`src/rtl/gray_pkg.sv`:
```
// Shared types and binary/Gray conversion helpers for the gray counter slice.
// Latency: none (types and pure functions only).
// Backpressure: not applicable.
package gray_pkg;

  typedef enum logic {DIR_DOWN = 1'b0, DIR_UP = 1'b1} dir_e;

  localparam int MAX_W = 32;

  // Callers zero-extend narrower values and truncate the result back to N.
  function automatic logic [MAX_W-1:0] bin2gray(input logic [MAX_W-1:0] b);
    return b ^ (b >> 1);
  endfunction

  // Each binary bit is the XOR of all Gray bits at or above it.
  function automatic logic [MAX_W-1:0] gray2bin(input logic [MAX_W-1:0] g);
    logic [MAX_W-1:0] b;
    b[MAX_W-1] = g[MAX_W-1];
    for (int i = MAX_W - 2; i >= 0; i--) begin
      b[i] = b[i+1] ^ g[i];
    end
    return b;
  endfunction

endpackage

```
`src/rtl/gray_counter_if.sv`:
```
// Control and status bundle between a gray_counter and its user.
// Latency: none (wires only).
// Backpressure: none; the counter accepts a command every cycle.
interface gray_counter_if #(
  parameter int N = 4
) ();

  logic         en;
  logic         dir;
  logic         load;
  logic         load_is_gray;
  logic [N-1:0] load_val;
  logic [N-1:0] bin_out;
  logic [N-1:0] gray_out;
  logic         tc_up;
  logic         tc_dn;
  logic         wrap;

  modport master (
    output en, dir, load, load_is_gray, load_val,
    input  bin_out, gray_out, tc_up, tc_dn, wrap
  );

  modport slave (
    input  en, dir, load, load_is_gray, load_val,
    output bin_out, gray_out, tc_up, tc_dn, wrap
  );

endinterface

```
`src/rtl/gray_counter_next.sv`:
```
// Next-state generator: load value (either code) or one up/down step, plus wrap event.
// Latency: purely combinational.
// Backpressure: none.
module gray_counter_next
  import gray_pkg::*;
#(
  parameter int N = 4
) (
  input  logic [N-1:0] bin_q,
  input  dir_e         dir,
  input  logic         load,
  input  logic         load_is_gray,
  input  logic [N-1:0] load_val,
  output logic [N-1:0] bin_nxt,
  output logic [N-1:0] gray_nxt,
  output logic         wrap_evt
);

  logic [N-1:0]     step_bin;
  logic [MAX_W-1:0] ld_ext;
  logic [MAX_W-1:0] ld_as_bin;
  logic [MAX_W-1:0] ld_as_gray;
  logic [MAX_W-1:0] step_gray;

  // N-bit truncating arithmetic gives the modulo-2**N wrap for free.
  assign step_bin   = (dir == DIR_UP) ? bin_q + N'(1) : bin_q - N'(1);
  assign ld_ext     = MAX_W'(load_val);
  assign ld_as_bin  = gray2bin(ld_ext);
  assign ld_as_gray = bin2gray(ld_ext);
  assign step_gray  = bin2gray(MAX_W'(step_bin));

  // Load wins over stepping; a load never reports a wrap, whatever value it lands on.
  always_comb begin
    bin_nxt  = step_bin;
    gray_nxt = step_gray[N-1:0];
    wrap_evt = (dir == DIR_UP) ? (&bin_q) : ~(|bin_q);
    if (load) begin
      wrap_evt = 1'b0;
      if (load_is_gray) begin
        bin_nxt  = ld_as_bin[N-1:0];
        gray_nxt = load_val;
      end else begin
        bin_nxt  = load_val;
        gray_nxt = ld_as_gray[N-1:0];
      end
    end
  end

endmodule

```
`src/rtl/gray_counter.sv`:
```
// Up/down counter keeping binary and Gray copies in separate flops; parallel load in either code.
// Latency: one cycle from load/en to bin_out, gray_out and wrap; tc_up/tc_dn decode bin_q directly.
// Backpressure: none; every cycle's command is applied.
module gray_counter
  import gray_pkg::*;
#(
  parameter int           N       = 4,
  parameter logic [N-1:0] RST_VAL = '0
) (
  input logic          clk,
  input logic          rst,
  gray_counter_if.slave bus
);

  localparam logic [MAX_W-1:0] RST_GRAY_EXT = bin2gray(MAX_W'(RST_VAL));
  localparam logic [N-1:0]     RST_GRAY     = RST_GRAY_EXT[N-1:0];

  logic [N-1:0] bin_q;
  logic [N-1:0] gray_q;
  logic         wrap_q;
  logic [N-1:0] bin_nxt;
  logic [N-1:0] gray_nxt;
  logic         wrap_evt;

  gray_counter_next #(.N(N)) u_next (
    .bin_q        (bin_q),
    .dir          (dir_e'(bus.dir)),
    .load         (bus.load),
    .load_is_gray (bus.load_is_gray),
    .load_val     (bus.load_val),
    .bin_nxt      (bin_nxt),
    .gray_nxt     (gray_nxt),
    .wrap_evt     (wrap_evt)
  );

  // Priority rst > load > en > hold; gray_q is its own flop so gray_out never glitches.
  always_ff @(posedge clk) begin
    if (rst) begin
      bin_q  <= RST_VAL;
      gray_q <= RST_GRAY;
      wrap_q <= 1'b0;
    end else if (bus.load || bus.en) begin
      bin_q  <= bin_nxt;
      gray_q <= gray_nxt;
      wrap_q <= wrap_evt;
    end else begin
      wrap_q <= 1'b0;
    end
  end

  assign bus.bin_out  = bin_q;
  assign bus.gray_out = gray_q;
  assign bus.wrap     = wrap_q;
  assign bus.tc_up    = &bin_q;
  assign bus.tc_dn    = ~(|bin_q);

endmodule

```
`src/flat_wrapper.sv`:
```
// flat-port wrapper written by rule: the top's interface ports become plain ports
module gray_counter_flat import gray_pkg::*;
#(
  parameter int           N       = 4,
  parameter logic [N-1:0] RST_VAL = '0
)
  (clk, rst, bus_en, bus_dir, bus_load, bus_load_is_gray, bus_load_val, bus_bin_out, bus_gray_out, bus_tc_up, bus_tc_dn, bus_wrap);
  gray_counter_if #(.N(N)) bus_i ();
  input logic clk;
  input logic rst;
  input wire logic [$bits(bus_i.en)-1:0] bus_en;
  input wire logic [$bits(bus_i.dir)-1:0] bus_dir;
  input wire logic [$bits(bus_i.load)-1:0] bus_load;
  input wire logic [$bits(bus_i.load_is_gray)-1:0] bus_load_is_gray;
  input wire logic [$bits(bus_i.load_val)-1:0] bus_load_val;
  output wire logic [$bits(bus_i.bin_out)-1:0] bus_bin_out;
  output wire logic [$bits(bus_i.gray_out)-1:0] bus_gray_out;
  output wire logic [$bits(bus_i.tc_up)-1:0] bus_tc_up;
  output wire logic [$bits(bus_i.tc_dn)-1:0] bus_tc_dn;
  output wire logic [$bits(bus_i.wrap)-1:0] bus_wrap;
  assign bus_i.en = bus_en;
  assign bus_i.dir = bus_dir;
  assign bus_i.load = bus_load;
  assign bus_i.load_is_gray = bus_load_is_gray;
  assign bus_i.load_val = bus_load_val;
  assign bus_bin_out = bus_i.bin_out;
  assign bus_gray_out = bus_i.gray_out;
  assign bus_tc_up = bus_i.tc_up;
  assign bus_tc_dn = bus_i.tc_dn;
  assign bus_wrap = bus_i.wrap;
  gray_counter #(.N(N), .RST_VAL(RST_VAL)) u_core (.clk(clk), .rst(rst), .bus(bus_i));
endmodule
```
`config.mk`:
```
export PLATFORM = sky130hd
export DESIGN_NAME = gray_counter_flat
export DESIGN_NICKNAME = d
export VERILOG_FILES = /design/src/rtl/gray_pkg.sv /design/src/rtl/gray_counter_if.sv /design/src/rtl/gray_counter_next.sv /design/src/rtl/gray_counter.sv /design/src/flat_wrapper.sv
export SDC_FILE = /design/constraint.sdc
export NUM_CORES = 1
export LEC_CHECK = 0
export ABC_AREA = 1
export BUFFER_PORTS_ARGS = -buffer_cell sky130_fd_sc_hd__buf_2
export CAP_MARGIN = 10
export CORE_UTILIZATION = 45
export DETAILED_ROUTE_END_ITERATION = 8
export PLACE_DENSITY = 0.71
export SLEW_MARGIN = 30
export SYNTH_ARGS = -nofsm -noshare
export SYNTH_HDL_FRONTEND = slang
export SYNTH_SLANG_ARGS = --single-unit
```
`constraint.sdc`:
```
create_clock -name clk -period 4.65 [get_ports clk]
set_clock_uncertainty 0.2 [all_clocks]
set_input_delay 0.2325 -clock clk [delete_from_list [all_inputs] [get_ports clk]]
set_output_delay 0.2325 -clock clk [all_outputs]
set_load 0.005 [all_outputs]
```
==> reports/metrics.yaml <==
status: "finished, final reports clean"
cp_slowest_cell: "fa_1"
avgSynthCellArea_um2: 6.32
critPathRequiredTime_ps: 4640
fmax_mhz: 564
min_period_ps: 1770
synth_seq_cells: 8
port_buffers: 20
ctsRootBufferMaster: "clkbuf_4"
wl_per_cell_um: 10.8
p_switching_uw: 71.2
die_w_um: 38.9
p_per_area_nw_per_um2: 274
first_iter_violations: 10
setup_tns_ps: 0
yosys_warnings: 0
grt_pass1_wl_um: 2300
endpoint_kind: "flop"
cp_data_arrival_time_ps: 1760
rsz0062_at_grt: "false"
die_area_um2: 1510
cts_tree: "done"
multi_input_area_um2: 389
synth_edf_count: 0
dr.pass1.iters: 6
synthCells: 97
finalHoldViolCount: 0
grt_overflow: 0
cts.clk_slew.worst_paths_ps: 50
pre_cts_ws_ps: 2880
grt_max_degree: 9
finalNetCount: 135
num_rows: 12
maxCapViolations: 0
grt_use_total_pct: 22.9
yosysUniqueCellTypes: 23
crit_path_max_fanout: 8
synth_most_common_cell: "nand2_1"
leakage_nw: 0.415
slew_headroom_pct: 78.1
hold_class: "in -> reg"
insertion_delay_ps: 250
ios: 21
grt_pass1_vias: 577
dp_hpwl_um: 1170
drc_errors: 0
max-vdd-ir-drop_uv: 203
fp.dieH_um: 38.9
seq_area_frac_synth_pct: 26.1
synth_fp_nets: 110
syn_to_final_growth_pct: 23.3
cts_buffer_depth: 2
setup_slack_ps: 2880
synthArstFlopShare_pct: 0
initial_core_util_pct: 51.7
worstMarginPinSlew_ps: 326
seqPwrFrac_pct: 39.7
ys_top_cells_by_area: "dfxtp_1 26%, nand2_1 18%, a21oi_1 8.2%"
setup_viol: 0
ys.flop_type: "dfxtp_1"
path_cells: "fa_1 > xor2_1 > inv_1 > nand3_1 > nand3_2 > a21oi_2"
netSwitchingFraction_pct: 34.4
fill_cells: 107
synth.top_cell.area_share_pct: 26.1
maxSlewViolCount: 0
period_share_pct: 38.1
post-cts-setup-buffers: 0
p_comb_share_pct: 35.8
layout-drive-gt1-share_pct: 23.3
antenna_found_initial: 0
synth_area_um2: 613
critical_path_class: "reg -> reg"
hold_buffers: 1
internal_power_uw: 136
vias: 658
core_um2: 1190
cts_buffers: 3
synth_area_leader_cell: "dfxtp_1"
gp_congestion: 0.823
wl_um: 1450
cts_resized: 0
h-tree-depth: 1
clkSinkCount: 8
regArea_um2: 160
diodes: 0
viasPerCell: 4.91
cp-start-kind: "flop"
synth.top_cells.by_count: "30 x nand2_1, 13 x inv_1, 10 x a21oi_1"
slowest_delay_ps: 460
antenna_left: 0
pwr-share-clk_pct: 24.6
## power groups by stage
stage	Sequential [mW]	Combinational, mW	Clock, mW
floorplan	0.0833	0.0492	0
global placement	0.0833	0.0719	0
detailed placement	0.0837	0.0729	0
CTS	0.0821	0.0742	0.0523
global route	0.0834	0.0856	0.0571
finish	0.0822	0.0742	0.0509
## cells by family after synthesis
| kind of cell | count (synthesis) | synth area share [%] |
|---|---|---|
| AO/OA/AOI/OAI | 21 | 19.0 |
| buffers and inverters | 16 | 10.4 |
| XOR/XNOR | 3 | 4.29 |
| adder cells (fa/ha/maj) | 3 | 7.35 |
| flip-flops | 8 | 26.1 |
| AND/OR/NAND/NOR | 46 | 32.9 |
## layout by cell type, fill, tap and decap left out, drive strengths merged
cell type / Yosys / routed
dfxtp: 8 / 8
nor2: 5 / 5
fa: 1 / 1
or2: 1 / 1
nand3: 8 / 8
buf: 1 / 20
nor4: 1 / 1
dlygate4sd3: 0 / 1
xnor2: 1 / 1
inv: 15 / 15
nand2: 30 / 30
o21ai: 6 / 6
a22oi: 1 / 1
nor3: 1 / 1
clkbuf: 0 / 3
xor2: 2 / 2
ha: 2 / 2
a21oi: 11 / 11
o211ai: 1 / 1
a31oi: 1 / 1
o22ai: 1 / 1
## path summary, 6_finish.rpt
path,startpoint,to,slack [ps],cells after the start
worst max-delay path,u_core.bus.bin_out[0]$_SDFFE_PP0P_,u_core.bus.gray_out[2]$_SDFFE_PP0P_,2880,6
worst min-delay path,bus_dir,u_core.bus.wrap$_SDFF_PP0_,90,3
worst max register to register,u_core.bus.bin_out[0]$_SDFFE_PP0P_,u_core.bus.gray_out[2]$_SDFFE_PP0P_,2880,6
worst min register to register,u_core.bus.gray_out[1]$_SDFFE_PP0P_,u_core.bus.gray_out[1]$_SDFFE_PP0P_,340,2
## flip-flops by register name, indices dropped and copies added (netlist names)
name and count:
u_core.bus.wrap 1, u_core.bus.bin_out 4, u_core.bus.gray_out 3
## through the flow
step,area [um2],instances,total power [mW],hold slack (ps),utilization [%]
detailed placement,723,130,0.157,259,61.0
global route,756,134,0.226,76.7,63.7
CTS,756,134,0.209,85.3,63.7
global placement,723,130,0.155,252,61.0
finish,756,134,0.207,92.5,63.7
floorplan,613,97,0.132,102,-
## routing by layer
| metal | up-vias | share of wire [%] | track usage [%] |
|---|---|---|---|
| met5 | - | 0 | 0 |
| met4 | 0 | 0 | 2.59 |
| met3 | 0 | 4.8 | 11.0 |
| met2 | 16 | 44 | 33.8 |
| met1 | 276 | 51 | 30.7 |
| li1 | 366 | - | - |
## layout make-up
type / count / area share, %
clock buffer: 3 / 2.98
inverter: 15 / 7.45
multi-input combinational: 73 / 51.5
sequential: 8 / 21.2
tap: 14 / 2.32
timing repair buffer: 21 / 14.6
## worst max-delay path, delay by kind of cell, from the launching register on
| family | cells | cell delay (ps) |
|---|---|---|
| buf+inv | 1 | 100 |
| fa+ha+maj | 1 | 460 |
| simple gates | 2 | 180 |
| flops | 1 | 390 |
| xor+xnor | 1 | 280 |
| compound gates | 1 | 110 |
(Power assumes the default switching activity.)
